==> config.mk <==
export PLATFORM = sky130hd
export DESIGN_NAME = controller_fsm_flat
export DESIGN_NICKNAME = d
export VERILOG_FILES = /design/src/rtl/controller_fsm_if.sv /design/src/rtl/controller_fsm.sv /design/src/flat_wrapper.sv
export SDC_FILE = /design/constraint.sdc
export NUM_CORES = 1
export LEC_CHECK = 0
export ABC_AREA = 1
export BUFFER_PORTS_ARGS = -buffer_cell sky130_fd_sc_hd__buf_2
export CAP_MARGIN = 5
export CORE_ASPECT_RATIO = 1.1
export CORE_MARGIN = 2
export CORE_UTILIZATION = 60
export DETAILED_ROUTE_END_ITERATION = 6
export PLACE_DENSITY = 0.92
export RECOVER_POWER = 100
export SKIP_CTS_REPAIR_TIMING = 1
export SLEW_MARGIN = 20
export SYNTH_ARGS = -nofsm -noshare
export SYNTH_HDL_FRONTEND = slang
export SYNTH_SLANG_ARGS = --single-unit
==> constraint.sdc <==
create_clock -name clk -period 5.08 [get_ports clk]
set_input_delay 1.016 -clock clk [delete_from_list [all_inputs] [get_ports clk]]
set_output_delay 1.016 -clock clk [all_outputs]
set_load 0.005 [all_outputs]
==> src/rtl/controller_fsm_if.sv <==
// Control/status bundle between the controller and the 16-bit datapath/memory.
interface controller_fsm_if;
  logic [15:0] instruction;
  logic [15:0] srcData;
  logic        C;
  logic        L;
  logic        F;
  logic        Z;
  logic        N;
  logic [15:0] pc;
  logic        addrSel;
  logic        memWrite;
  logic [3:0]  aluControl;
  logic [1:0]  exMemResultEn;
  logic [1:0]  mux4En;
  logic [1:0]  regpcCont;
  logic        pcRegEn;
  logic        srcRegEn;
  logic        dstRegEn;
  logic        immRegEn;
  logic        resultRegEn;
  logic        signEn;
  logic        regFileEn;
  logic        pcRegMuxEn;
  logic        shiftALUMuxEn;
  logic        irS;
  logic        regImmMuxEn;
  logic [4:0]  psr;

  modport master (
    input  instruction, srcData, C, L, F, Z, N,
    output pc, addrSel, memWrite, aluControl, exMemResultEn, mux4En, regpcCont,
           pcRegEn, srcRegEn, dstRegEn, immRegEn, resultRegEn, signEn, regFileEn,
           pcRegMuxEn, shiftALUMuxEn, irS, regImmMuxEn, psr
  );

  modport slave (
    output instruction, srcData, C, L, F, Z, N,
    input  pc, addrSel, memWrite, aluControl, exMemResultEn, mux4En, regpcCont,
           pcRegEn, srcRegEn, dstRegEn, immRegEn, resultRegEn, signEn, regFileEn,
           pcRegMuxEn, shiftALUMuxEn, irS, regImmMuxEn, psr
  );
endinterface

==> src/rtl/controller_fsm.sv <==
// Multicycle control unit: owns PC/PSR, sequences fetch/decode/exec/mem/branch.
module controller_fsm #(
  parameter logic [15:0] RESET_PC = 16'h0000
) (
  input logic              clk,
  input logic              reset,
  controller_fsm_if.master bus
);
  localparam int unsigned W  = 16;
  localparam int unsigned FW = 5;

  localparam logic [3:0] OP_RTYPE  = 4'b0000;
  localparam logic [3:0] OP_MEM    = 4'b0100;
  localparam logic [3:0] OP_SHIFT  = 4'b1000;
  localparam logic [3:0] OP_BRANCH = 4'b1100;
  localparam logic [3:0] EXT_LOAD  = 4'b0000;
  localparam logic [3:0] EXT_STOR  = 4'b0100;
  localparam logic [3:0] EXT_JUMP  = 4'b1100;
  localparam logic [3:0] EXT_LSH   = 4'b0100;
  localparam logic [3:0] C_ADD = 4'b0101, C_SUB = 4'b1001, C_CMP = 4'b1011;
  localparam logic [3:0] C_AND = 4'b0001, C_OR  = 4'b0010, C_XOR = 4'b0011;
  localparam logic [3:0] C_MOV = 4'b1101;

  typedef enum logic [2:0] {
    S_FETCH, S_DECODE, S_EXEC, S_MEM, S_LDWB, S_BRANCH, S_JUMP
  } state_t;

  state_t          state, state_next;
  logic [W-1:0]    pc, pc_next, ireg, ireg_next;
  logic [FW-1:0]   psr, psr_next;

  logic            addr_sel, mem_write, src_en, sign_en, rf_en, shift_sel, reg_imm;
  logic [3:0]      alu_ctl;
  logic [1:0]      wb_sel, mux4_sel;

  // True for the ALU operation codes shared by R-type ext and immediate op
  function automatic logic is_alu(input logic [3:0] code);
    logic r;
    case (code)
      C_ADD, C_SUB, C_CMP, C_AND, C_OR, C_XOR, C_MOV: r = 1'b1;
      default:                                        r = 1'b0;
    endcase
    return r;
  endfunction

  // Operation code to datapath ALU control
  function automatic logic [3:0] alu_map(input logic [3:0] code);
    logic [3:0] r;
    case (code)
      C_SUB:   r = 4'b0001;
      C_CMP:   r = 4'b0010;
      C_AND:   r = 4'b0011;
      C_OR:    r = 4'b0100;
      C_XOR:   r = 4'b0101;
      C_MOV:   r = 4'b0110;
      default: r = 4'b0000;
    endcase
    return r;
  endfunction

  // Next state chosen from the freshly fetched word; unknown encodings are NOPs
  function automatic state_t dispatch(input logic [W-1:0] w);
    state_t r;
    case (w[15:12])
      OP_RTYPE:  r = is_alu(w[7:4]) ? S_EXEC : S_FETCH;
      OP_SHIFT:  r = (w[7:4] == EXT_LSH || w[7:5] == 3'b000) ? S_EXEC : S_FETCH;
      OP_BRANCH: r = S_BRANCH;
      OP_MEM: begin
        case (w[7:4])
          EXT_LOAD, EXT_STOR: r = S_MEM;
          EXT_JUMP:           r = S_JUMP;
          default:            r = S_FETCH;
        endcase
      end
      default:   r = is_alu(w[15:12]) ? S_EXEC : S_FETCH;
    endcase
    return r;
  endfunction

  // Condition evaluation on latched flags {C,L,F,Z,N}
  function automatic logic cond_true(input logic [3:0] cond, input logic [FW-1:0] p);
    logic r;
    case (cond)
      4'b0000: r = p[1];
      4'b0001: r = ~p[1];
      4'b0010: r = p[4];
      4'b0011: r = ~p[4];
      4'b0110: r = p[0];
      4'b0111: r = ~p[0];
      4'b1000: r = p[2];
      4'b1001: r = ~p[2];
      4'b1100: r = ~p[0] & ~p[1];
      4'b1101: r = p[0] | p[1];
      4'b1110: r = 1'b1;
      default: r = 1'b0;
    endcase
    return r;
  endfunction

  logic [3:0]   op, ext, code;
  logic         imm_form, sets_flags, taken;
  logic [W-1:0] br_target;

  assign op         = ireg[15:12];
  assign ext        = ireg[7:4];
  assign imm_form   = (op != OP_RTYPE);
  assign code       = imm_form ? op : ext;
  assign sets_flags = (code == C_ADD) || (code == C_SUB) || (code == C_CMP);
  assign taken      = cond_true(ireg[11:8], psr);
  assign br_target  = pc + {{8{ireg[7]}}, ireg[7:0]} - W'(1);

  // State, PC, PSR and latched instruction registers
  always_ff @(posedge clk or posedge reset) begin
    if (reset) begin
      state <= S_FETCH;
      pc    <= RESET_PC;
      psr   <= '0;
      ireg  <= '0;
    end else begin
      state <= state_next;
      pc    <= pc_next;
      psr   <= psr_next;
      ireg  <= ireg_next;
    end
  end

  // Next-state logic and Moore control decode
  always_comb begin
    state_next = state;
    pc_next    = pc;
    psr_next   = psr;
    ireg_next  = ireg;
    addr_sel   = 1'b0;
    mem_write  = 1'b0;
    src_en     = 1'b0;
    sign_en    = 1'b0;
    rf_en      = 1'b0;
    shift_sel  = 1'b0;
    reg_imm    = 1'b0;
    alu_ctl    = 4'b0000;
    wb_sel     = 2'b00;
    mux4_sel   = 2'b00;
    case (state)
      S_FETCH: state_next = S_DECODE;
      S_DECODE: begin
        ireg_next  = bus.instruction;
        src_en     = 1'b1;
        pc_next    = pc + W'(1);
        state_next = dispatch(bus.instruction);
      end
      S_EXEC: begin
        state_next = S_FETCH;
        rf_en      = 1'b1;
        if (op == OP_SHIFT) begin
          shift_sel = 1'b1;
          if (ext != EXT_LSH) begin
            reg_imm = 1'b1;
            sign_en = 1'b1;
          end
        end else begin
          alu_ctl  = alu_map(code);
          mux4_sel = imm_form ? 2'b01 : 2'b00;
          sign_en  = imm_form && sets_flags;
          rf_en    = (code != C_CMP);
          if (code == C_MOV) wb_sel = 2'b10;
          if (sets_flags) psr_next = {bus.C, bus.L, bus.F, bus.Z, bus.N};
        end
      end
      S_MEM: begin
        addr_sel = 1'b1;
        if (ext == EXT_STOR) begin
          mem_write  = 1'b1;
          state_next = S_FETCH;
        end else begin
          state_next = S_LDWB;
        end
      end
      S_LDWB: begin
        wb_sel     = 2'b01;
        rf_en      = 1'b1;
        state_next = S_FETCH;
      end
      S_BRANCH: begin
        if (taken) pc_next = br_target;
        state_next = S_FETCH;
      end
      S_JUMP: begin
        if (taken) pc_next = bus.srcData;
        state_next = S_FETCH;
      end
      default: state_next = S_FETCH;
    endcase
  end

  assign bus.pc            = pc;
  assign bus.psr           = psr;
  assign bus.addrSel       = addr_sel;
  assign bus.memWrite      = mem_write;
  assign bus.aluControl    = alu_ctl;
  assign bus.exMemResultEn = wb_sel;
  assign bus.mux4En        = mux4_sel;
  assign bus.regpcCont     = 2'b00;
  assign bus.srcRegEn      = src_en;
  assign bus.dstRegEn      = src_en;
  assign bus.immRegEn      = src_en;
  assign bus.signEn        = sign_en;
  assign bus.regFileEn     = rf_en;
  assign bus.shiftALUMuxEn = shift_sel;
  assign bus.regImmMuxEn   = reg_imm;
  // PC and IR live inside this controller, so the datapath copies stay idle
  assign bus.pcRegEn       = 1'b0;
  assign bus.pcRegMuxEn    = 1'b0;
  assign bus.irS           = 1'b0;
  assign bus.resultRegEn   = 1'b0;
endmodule

==> src/flat_wrapper.sv <==
// flat-port wrapper written by rule: the top's interface ports become plain ports
module controller_fsm_flat 
#(
  parameter logic [15:0] RESET_PC = 16'h0000
)
  (clk, reset, bus_instruction, bus_srcData, bus_C, bus_L, bus_F, bus_Z, bus_N, bus_pc, bus_addrSel, bus_memWrite, bus_aluControl, bus_exMemResultEn, bus_mux4En, bus_regpcCont, bus_pcRegEn, bus_srcRegEn, bus_dstRegEn, bus_immRegEn, bus_resultRegEn, bus_signEn, bus_regFileEn, bus_pcRegMuxEn, bus_shiftALUMuxEn, bus_irS, bus_regImmMuxEn, bus_psr);
  controller_fsm_if bus_i ();
  input logic clk;
  input logic reset;
  input wire logic [$bits(bus_i.instruction)-1:0] bus_instruction;
  input wire logic [$bits(bus_i.srcData)-1:0] bus_srcData;
  input wire logic [$bits(bus_i.C)-1:0] bus_C;
  input wire logic [$bits(bus_i.L)-1:0] bus_L;
  input wire logic [$bits(bus_i.F)-1:0] bus_F;
  input wire logic [$bits(bus_i.Z)-1:0] bus_Z;
  input wire logic [$bits(bus_i.N)-1:0] bus_N;
  output wire logic [$bits(bus_i.pc)-1:0] bus_pc;
  output wire logic [$bits(bus_i.addrSel)-1:0] bus_addrSel;
  output wire logic [$bits(bus_i.memWrite)-1:0] bus_memWrite;
  output wire logic [$bits(bus_i.aluControl)-1:0] bus_aluControl;
  output wire logic [$bits(bus_i.exMemResultEn)-1:0] bus_exMemResultEn;
  output wire logic [$bits(bus_i.mux4En)-1:0] bus_mux4En;
  output wire logic [$bits(bus_i.regpcCont)-1:0] bus_regpcCont;
  output wire logic [$bits(bus_i.pcRegEn)-1:0] bus_pcRegEn;
  output wire logic [$bits(bus_i.srcRegEn)-1:0] bus_srcRegEn;
  output wire logic [$bits(bus_i.dstRegEn)-1:0] bus_dstRegEn;
  output wire logic [$bits(bus_i.immRegEn)-1:0] bus_immRegEn;
  output wire logic [$bits(bus_i.resultRegEn)-1:0] bus_resultRegEn;
  output wire logic [$bits(bus_i.signEn)-1:0] bus_signEn;
  output wire logic [$bits(bus_i.regFileEn)-1:0] bus_regFileEn;
  output wire logic [$bits(bus_i.pcRegMuxEn)-1:0] bus_pcRegMuxEn;
  output wire logic [$bits(bus_i.shiftALUMuxEn)-1:0] bus_shiftALUMuxEn;
  output wire logic [$bits(bus_i.irS)-1:0] bus_irS;
  output wire logic [$bits(bus_i.regImmMuxEn)-1:0] bus_regImmMuxEn;
  output wire logic [$bits(bus_i.psr)-1:0] bus_psr;
  assign bus_i.instruction = bus_instruction;
  assign bus_i.srcData = bus_srcData;
  assign bus_i.C = bus_C;
  assign bus_i.L = bus_L;
  assign bus_i.F = bus_F;
  assign bus_i.Z = bus_Z;
  assign bus_i.N = bus_N;
  assign bus_pc = bus_i.pc;
  assign bus_addrSel = bus_i.addrSel;
  assign bus_memWrite = bus_i.memWrite;
  assign bus_aluControl = bus_i.aluControl;
  assign bus_exMemResultEn = bus_i.exMemResultEn;
  assign bus_mux4En = bus_i.mux4En;
  assign bus_regpcCont = bus_i.regpcCont;
  assign bus_pcRegEn = bus_i.pcRegEn;
  assign bus_srcRegEn = bus_i.srcRegEn;
  assign bus_dstRegEn = bus_i.dstRegEn;
  assign bus_immRegEn = bus_i.immRegEn;
  assign bus_resultRegEn = bus_i.resultRegEn;
  assign bus_signEn = bus_i.signEn;
  assign bus_regFileEn = bus_i.regFileEn;
  assign bus_pcRegMuxEn = bus_i.pcRegMuxEn;
  assign bus_shiftALUMuxEn = bus_i.shiftALUMuxEn;
  assign bus_irS = bus_i.irS;
  assign bus_regImmMuxEn = bus_i.regImmMuxEn;
  assign bus_psr = bus_i.psr;
  controller_fsm #(.RESET_PC(RESET_PC)) u_core (.clk(clk), .reset(reset), .bus(bus_i));
endmodule
==> results.md, run 1 <==
- VDD IR max: 0.000381 V
- Number of global-route vias before repair: 3906
- Deepest clock path buffer count: 2
- Crit start category: flip-flop
- DRC Markers: 0
- Vias: 4166
- DP Area: 4280 sq um
- CP endpoint kind: output pin
- Async S/R FF share, synth: 1.00
- CTS Buf Count: 5
- Cells taking the most area after synthesis: dfrtp_1 (26%), nand2_1 (18%), inv_1 (11%)
- Yosys top cell area share: 0.256
- Post-synth EDFFs: 0
- Chip width: 80.9 um
- Max Clk Rate: 285 MHz
- Share of cells above drive strength 1: 0.137
- Clock H-tree levels: 2
- Core Footprint: 6230 sq um
- GP Congestion: 0.977
- Port bufs: 74
- Max-slew violations: 41
- Initial antenna violation count: 0
- Hold Vio Cnt, Final: 0
- Clk_lat worst skew: 0.30 ns
- Starting Density: 0.627
- Finish-stage setup viols: 0
- Pwr dens: 758 nW/um^2
- Sequential area share after synthesis: 0.256
- Max FO, Critical Path: 7
- Clock root buffer master: clkbuf_8
- Clk sinks: 40
- CP Cell Sequence: nor2_4 > nand3_1 > o21ai_0 > inv_2 > nand2_1 > nand3_1 > nor2_1 > nand2_1 > o21ai_0 > buf_2
- Final WL: 10300 um
- Rows: 30
- Max-cap violations: 1
- HP Class: reg -> reg
- Pin count of the biggest net entering global routing: 41
- DP Wirelength: 8070 um
- Relative slew slack: -0.471
- Post-detailed-route count of antenna-violating nets: 0
- Initial DRC Count: 363
- Clock skew: 0.00928 ns
- Count leader, synth: nand2_1
- Syn_area_per_cell: 6.38 sq um
- Clk pin slew, worst setup/hold paths: 0.08 ns
- Top_reg_cell synth: dfrtp_1
- Period minus WS final: 3.51 ns
- Via density: 5.45
- Setup tns final: 0 ns
- Status: complete, but fails checks
- YS warnings: 0
- Seq cells post-synth: 40
- CP Buf/Inv Count: 2
- Ports: 83
- TritonCTS clock tree: done
- Final Power: 3.24 mW
- Setup CP Type: reg -> out
- Period utilization: 0.690
- Most frequent cells after synthesis: nand2_1 (183), inv_1 (114), nand3_1 (52)
- Worst path max stage delay: 0.51 ns
- Overall routing resource usage: 0.305
- Critical path required time: 4.06 ns
- Worst Tran Pin Value: 2.21 ns
- Post-Syn Instances: 612
- R2R depth: 8
- Cells on Worst Hold Path: 2
- CP max-delay cell: o21ai_0
- Final instance area: 4270 sq um
- Wire length per cell: 13.5 um
- Die area: 7170 sq um
- Mapped Area: 3900 sq um
- Count of cell types in the netlist: 44
- GRT Residual Overflow: 0
- Ant. Diodes: 0
- Failing checks: max-capacitance violations, max-slew violations
- LEAKAGE: 2.34 nW
- Crit. path cell count: 10
- Setup WS pre-CTS: 2.45 ns
- Flop-to-flop setup slack: 2.44 ns
- Area growth from synthesis to layout: 9.45%
- CP arrival: 2.49 ns
- First-pass GRT wire length: 17200 um
- Nets: 753
- Hold slack final: 0.516 ns
- Worst Setup Slack, final: 1.57 ns
- Synth area leader: dfrtp_1
- Die height: 88.6 um
- RSZ-0062 raised after global routing: false
- CP delay by family, top: simple AND/OR/NAND/NOR gates
- Pre-Repair DR Iteration Count: 5
-- cell type report --
type / count / area, sq um
clock buffer: 5 / 68.8
clock inverter: 3 / 18.8
fill: 582 / 1960
inverter: 122 / 460
multi-input combinational: 438 / 2270
sequential: 40 / 1000
tap: 80 / 100
timing repair buffer: 76 / 359
-- registers in the layout (all words and copies together), names as in the netlist --
name            cells
u_core.state        3
u_core.ireg        16
u_core.bus.psr      5
u_core.bus.pc      16
-- worst reg2reg max path, cell delays in order (launching register included) --
cell and delay, ns:
dfrtp_1 0.43, inv_1 0.16, nand2_1 0.09, nor2_1 0.25, clkbuf_1 0.87, inv_1 0.29
nor2_1 0.22, nor2_1 0.08, a41oi_1 0.15
-- kinds of logic after synthesis --
family / after synthesis / synth area share
flops: 40 / 0.256
fa+ha+maj: 31 / 0.101
xor+xnor: 4 / 0.00897
compound gates: 76 / 0.118
buf+inv: 141 / 0.153
other cells: 1 / 0.000960
simple gates: 319 / 0.362
-- layer usage --
layer,vias up,GRT usage,share of wire
li1,2048,-,-
met1,1917,0.384,0.42
met2,175,0.534,0.49
met3,26,0.0327,0.065
met4,0,0.125,0.027
met5,-,0,0
-- cells in the final DEF (no fill, tap or decap), types with 5 or more instances in the layout --
cell type,n
nor3_1,11
or2_2,5
ha_1,30
o21ai_0,41
conb_1,8
a21oi_1,17
nor2_1,42
nand2_2,6
inv_1,117
nand2_1,184
nand3_1,54
clkbuf_8,5
clkbuf_1,16
nand4_1,5
buf_2,53
dfrtp_1,40
clkbuf_2,6
-- per-stage QoR --
stage | util | cells
after floorplan | - | 619
after global placement | 0.688 | 756
after detailed placement | 0.688 | 756
after CTS | 0.702 | 764
after global routing | 0.686 | 764
final | 0.686 | 764
-- power breakdown --
part	total, mW	switching [mW]	internal (mW)
Combinational	2.43	1.56	0.866
Sequential	0.596	0.138	0.458
Clock	0.215	0.119	0.0959
-- worst paths after layout --
check                                              start                       endpoint
setup / recovery             u_core.ireg[13]$_DFFE_PP0P_                     bus_signEn
min in group asynchronous                          reset  u_core.bus.pc[15]$_DFFE_PP0P_
setup reg to reg               u_core.state[1]$_DFF_PP0_      u_core.state[1]$_DFF_PP0_
hold reg to reg            u_core.bus.psr[3]$_DFFE_PP0P_  u_core.bus.psr[3]$_DFFE_PP0P_
max in group asynchronous                          reset   u_core.bus.pc[9]$_DFFE_PP0P_
hold / removal             u_core.bus.psr[3]$_DFFE_PP0P_  u_core.bus.psr[3]$_DFFE_PP0P_
(Power assumes the default switching activity.)
==> inputs of run 2 (changes only) <==
--- a/config.mk
+++ b/config.mk
@@ -10,9 +10,9 @@
 export CAP_MARGIN = 5
 export CORE_ASPECT_RATIO = 1.1
 export CORE_MARGIN = 2
-export CORE_UTILIZATION = 60
+export CORE_UTILIZATION = 56
 export DETAILED_ROUTE_END_ITERATION = 6
-export PLACE_DENSITY = 0.92
+export PLACE_DENSITY = 0.87
 export RECOVER_POWER = 100
 export SKIP_CTS_REPAIR_TIMING = 1
 export SLEW_MARGIN = 20
==> constraint.sdc (replaced) <==
create_clock -name clk -period 3.5 [get_ports clk]
set_input_delay 0.7 -clock clk [delete_from_list [all_inputs] [get_ports clk]]
set_output_delay 0.7 -clock clk [all_outputs]
set_load 0.005 [all_outputs]
==> results.md, run 2 (synthesis gave the netlist of run 1 again) <==
- Finish-stage setup viols: 0
- Via density: 5.49
- Max-slew violations: 41
- Setup CP Type: reg -> out
- Number of global-route vias before repair: 3981
- Hold slack final: 0.517 ns
- Crit start category: flip-flop
- Layout fillers: 600
- Internal power: 2.08 mW
- Clk_lat worst skew: 0.30 ns
- Max-cap violations: 1
- Rows: 31
- Final Power: 4.72 mW
- Share of cells above drive strength 1: 0.148
- Hold Crit Start: u_core.bus.psr[3]$_DFFE_PP0P_
- Die height: 91.6 um
- Nets: 753
- Net Sw Power: 2.65 mW
- Setup crit start: u_core.state[1]$_DFF_PP0_
- Die area: 7660 sq um
- Starting Density: 0.585
- Critical R2R Launch: u_core.state[1]$_DFF_PP0_
- DP Area: 4290 sq um
- Part of the power in registers: 0.182
- GRT Residual Overflow: 0
- Clock root buffer master: clkbuf_8
- Initial antenna violation count: 0
- Max FO, Critical Path: 22
- Status: complete, but fails checks
- Pre-Repair DR Iteration Count: 5
- DP Wirelength: 8120 um
- Ports: 83
- Most common cell after layout, fill and taps aside: nand2_1
- Chip width: 83.6 um
- Deepest clock path buffer count: 2
- Final instance area: 4310 sq um
- Vias: 4208
- VDD IR max: 0.000491 V
- TritonCTS clock tree: done
- Area taken by multi-input logic gates: 2290 sq um
- Sw frac: 0.561
- Setup WS pre-CTS: 1.05 ns
- Ant. Diodes: 0
- Clk sinks: 40
- Clock skew: 0.00800 ns
- Max Clk Rate: 341 MHz
- RSZ-0062 raised after global routing: false
- Register area: 1000 sq um
- CTS Buf Count: 5
- GP Congestion: 0.898
- CP arrival: 2.23 ns
- Post-detailed-route count of antenna-violating nets: 0
- Core Footprint: 6670 sq um
- Logic pwr share: 0.748
- Worst Tran Pin Value: 2.25 ns
- Biggest regs: u_core.bus.pc (16), u_core.ireg (16), u_core.bus.psr (5)
- First-pass GRT wire length: 17600 um
- Period utilization: 0.838
- Port bufs: 74
- Wire length per cell: 13.6 um
- Clock H-tree levels: 2
- Pwr dens: 1100 nW/um^2
- Failing checks: max-capacitance violations, max-slew violations
- Period minus WS final: 2.93 ns
- Critical path required time: 2.80 ns
- Hold Vio Cnt, Final: 0
- Pin count of the biggest net entering global routing: 41
- Overall routing resource usage: 0.279
- Clk pin slew, worst setup/hold paths: 0.09 ns
- Area growth from synthesis to layout: 10.3%
- Initial DRC Count: 279
- Relative slew slack: -0.498
- Worst Setup Slack, final: 0.568 ns
- Final WL: 10400 um
- LEAKAGE: 2.35 nW
- Setup tns final: 0 ns
- CP endpoint kind: output pin
- HP Class: reg -> reg
- Clk network pwr share: 0.069
- DRC Markers: 0
- Commonest non-fill, non-tap cells in the layout: nand2_1 (184), inv_1 (117), buf_2 (57)
[run 2: through the flow]
step / util / cells
after CTS: 0.656 / 766
after detailed placement: 0.643 / 758
after global placement: 0.643 / 758
final: 0.646 / 766
after global routing: 0.646 / 766
after floorplan: - / 619
[run 2: final timing paths]
path	endpoint	slack (ns)	cells past startpoint
setup / recovery	bus_immRegEn	0.57	4
max in group asynchronous	u_core.ireg[15]$_DFFE_PP0P_	1.01	3
hold / removal	u_core.bus.psr[3]$_DFFE_PP0P_	0.52	2
min in group asynchronous	u_core.bus.pc[13]$_DFFE_PP0P_	1.22	3
setup reg to reg	u_core.state[1]$_DFF_PP0_	0.72	8
hold reg to reg	u_core.bus.psr[3]$_DFFE_PP0P_	0.52	2
[run 2: power groups by stage]
stage	combinational (mW)	clock, mW	sequential [mW]
3_5_place_dp	3.51	0	0.868
4_1_cts	3.54	0.332	0.859
6_report	3.53	0.327	0.862
5_1_grt	4.05	0.352	0.893
3_3_place_gp	3.37	0	0.856
2_1_floorplan	2.80	0	0.828
[run 2: worst max-delay path, stage by stage (launching register included)]
cell and delay, ns:
dfrtp_1 0.44, inv_1 0.16, nand2_1 0.10, nor2_1 0.97
clkbuf_2 0.27
[run 2: layer usage]
| layer | vias up | GRT usage | routed length [um] |
|---|---|---|---|
| met5 | - | 0 | 0 |
| li1 | 2048 | - | - |
| met1 | 1924 | 0.347 | 4280 |
| met4 | 0 | 0.114 | 333 |
| met3 | 30 | 0.0464 | 776 |
| met2 | 206 | 0.479 | 5010 |
[run 2: cell type report]
type / count / share of cell area
well taps: 82 / 0.0238
flip-flops and latches: 40 / 0.232
repair buffers: 76 / 0.0845
clock inverters: 2 / 0.00378
multi-input cells: 438 / 0.532
inverters: 122 / 0.107
clock buffers: 6 / 0.0168
==> inputs of run 3 (changes only) <==
==> constraint.sdc (replaced) <==
create_clock -name clk -period 2.8 [get_ports clk]
set_input_delay 0.56 -clock clk [delete_from_list [all_inputs] [get_ports clk]]
set_output_delay 0.56 -clock clk [all_outputs]
set_load 0.005 [all_outputs]
==> results.md, run 3 (synthesis gave the netlist of run 1 again) <==
- Relative slew slack: 0.274
- Core Footprint: 6670 sq um
- RSZ-0062 raised after global routing: false
- CP endpoint kind: output pin
- DRC Markers: 0
- Core Util, Final: 0.647
- GP Congestion: 0.894
- VDD IR max: 0.000553 V
- CP Buf/Inv Count: 2
- Clock H-tree levels: 2
- Overall routing resource usage: 0.278
- Status: complete, no violations
- Ports: 83
- Die area: 7660 sq um
- Clk pin slew, worst setup/hold paths: 0.09 ns
- Most common cell after layout, fill and taps aside: nand2_1
- DP Wirelength: 8150 um
- Wire length per cell: 13.5 um
- Share of cells above drive strength 1: 0.150
- Clk_lat worst skew: 0.31 ns
- Worst path max stage delay: 0.82 ns
- Number of global-route vias before repair: 3962
- Max FO, Critical Path: 20
- Worst Tran Pin Value: 1.09 ns
- Post-detailed-route count of antenna-violating nets: 0
- Crit start category: flip-flop
- HP Class: in -> reg
- Max Clk Rate: 386 MHz
- GRT Residual Overflow: 0
- Clock skew: 0.00787 ns
- Pin count of the biggest net entering global routing: 41
- Port bufs: 74
- Max-slew violations: 0
- CTS Buf Count: 5
- Initial antenna violation count: 0
- Period utilization: 0.926
- Layout fillers: 630
- Vias: 4149
- Setup CP Type: reg -> out
- Die height: 91.6 um
- Final instance area: 4320 sq um
- Setup tns final: 0 ns
- CP arrival: 2.03 ns
- Ant. Diodes: 0
- DP Area: 4290 sq um
- TritonCTS clock tree: done
- Pre-Repair DR Iteration Count: 6
- Critical path required time: 2.24 ns
- Max-cap violations: 0
- Via density: 5.41
- First-pass GRT wire length: 17600 um
- LEAKAGE: 2.36 nW
- CP delay by family, top: simple AND/OR/NAND/NOR gates
- Rows: 31
- Pwr dens: 1370 nW/um^2
- Clock root buffer master: clkbuf_8
- Biggest regs: u_core.bus.pc (16), u_core.ireg (16), u_core.bus.psr (5)
- Starting Density: 0.585
- Commonest non-fill, non-tap cells in the layout: nand2_1 (185), inv_1 (116), buf_2 (58)
- Flop-to-flop setup slack: 0.30 ns
- Period minus WS final: 2.59 ns
- Area taken by multi-input logic gates: 2300 sq um
- CP max-delay cell: nor2_1
- Area growth from synthesis to layout: 10.5%
- CP Cell Sequence: inv_1 > nand2_1 > nor2_1 > buf_2
- Initial DRC Count: 291
- Final WL: 10400 um
- Register area: 1000 sq um
- Clk sinks: 40
- Deepest clock path buffer count: 2
- Finish-stage setup viols: 0
- Hold Vio Cnt, Final: 0
- Nets: 754
- Chip width: 83.6 um
## run 3: cell count changes in the layout (fill, tap and decap cells not counted), sizes merged
cell / previous run / this run
buf: 57 / 58
## run 3: layout make-up
cell class	count	share of cell area
Timing Repair Buffer	77	0.0852
Tap cell	82	0.0238
Inverter	122	0.106
Sequential cell	40	0.232
Multi-Input combinational cell	438	0.532
Clock buffer	6	0.0168
Clock inverter	2	0.00377
## run 3: layer usage
| layer | global-route usage | share of wire | up-vias |
|---|---|---|---|
| li1 | - | - | 2053 |
| met1 | 0.336 | 0.40 | 1866 |
| met2 | 0.501 | 0.49 | 202 |
| met3 | 0.0345 | 0.073 | 28 |
| met4 | 0.106 | 0.030 | 0 |
| met5 | 0 | 0 | - |
## run 3: stage by stage
| stage | hold slack, ns | cells | power (mW) | setup WS, ns |
|---|---|---|---|---|
| after global routing | 0.462 | 767 | 6.63 | 0.0265 |
| after floorplan | 0.488 | 619 | 4.54 | 0.515 |
| after CTS | 0.388 | 767 | 5.92 | 0.217 |
| final | 0.451 | 767 | 5.91 | 0.208 |
| after global placement | 0.480 | 759 | 5.31 | 0.425 |
| after detailed placement | 0.506 | 759 | 5.49 | 0.343 |
## run 3: power by group
part,total (mW),leakage [nW],internal (mW),switching [mW]
logic,4.41,1.82,1.59,2.83
registers,1.08,0.496,0.830,0.248
clock network,0.417,0.0414,0.178,0.239
total,5.91,2.36,2.60,3.31
## run 3: worst paths after layout
path,from,end,depth (start not counted)
max,u_core.state[1]$_DFF_PP0_,bus_dstRegEn,4
min reg2reg,u_core.state[1]$_DFF_PP0_,u_core.state[0]$_DFF_PP0_,1
min in group asynchronous,reset,u_core.bus.pc[10]$_DFFE_PP0P_,3
max in group asynchronous,reset,u_core.bus.pc[3]$_DFFE_PP0P_,3
max reg2reg,u_core.bus.pc[4]$_DFFE_PP0P_,u_core.bus.pc[6]$_DFFE_PP0P_,13
min,bus_instruction[11],u_core.ireg[11]$_DFFE_PP0P_,3
## run 3: worst min-delay path, delay by kind of cell
| family | cells | cell delay (ns) |
|---|---|---|
| and+or+nand+nor | 2 | 0.09 |
| buffers and inverters | 1 | 0.07 |
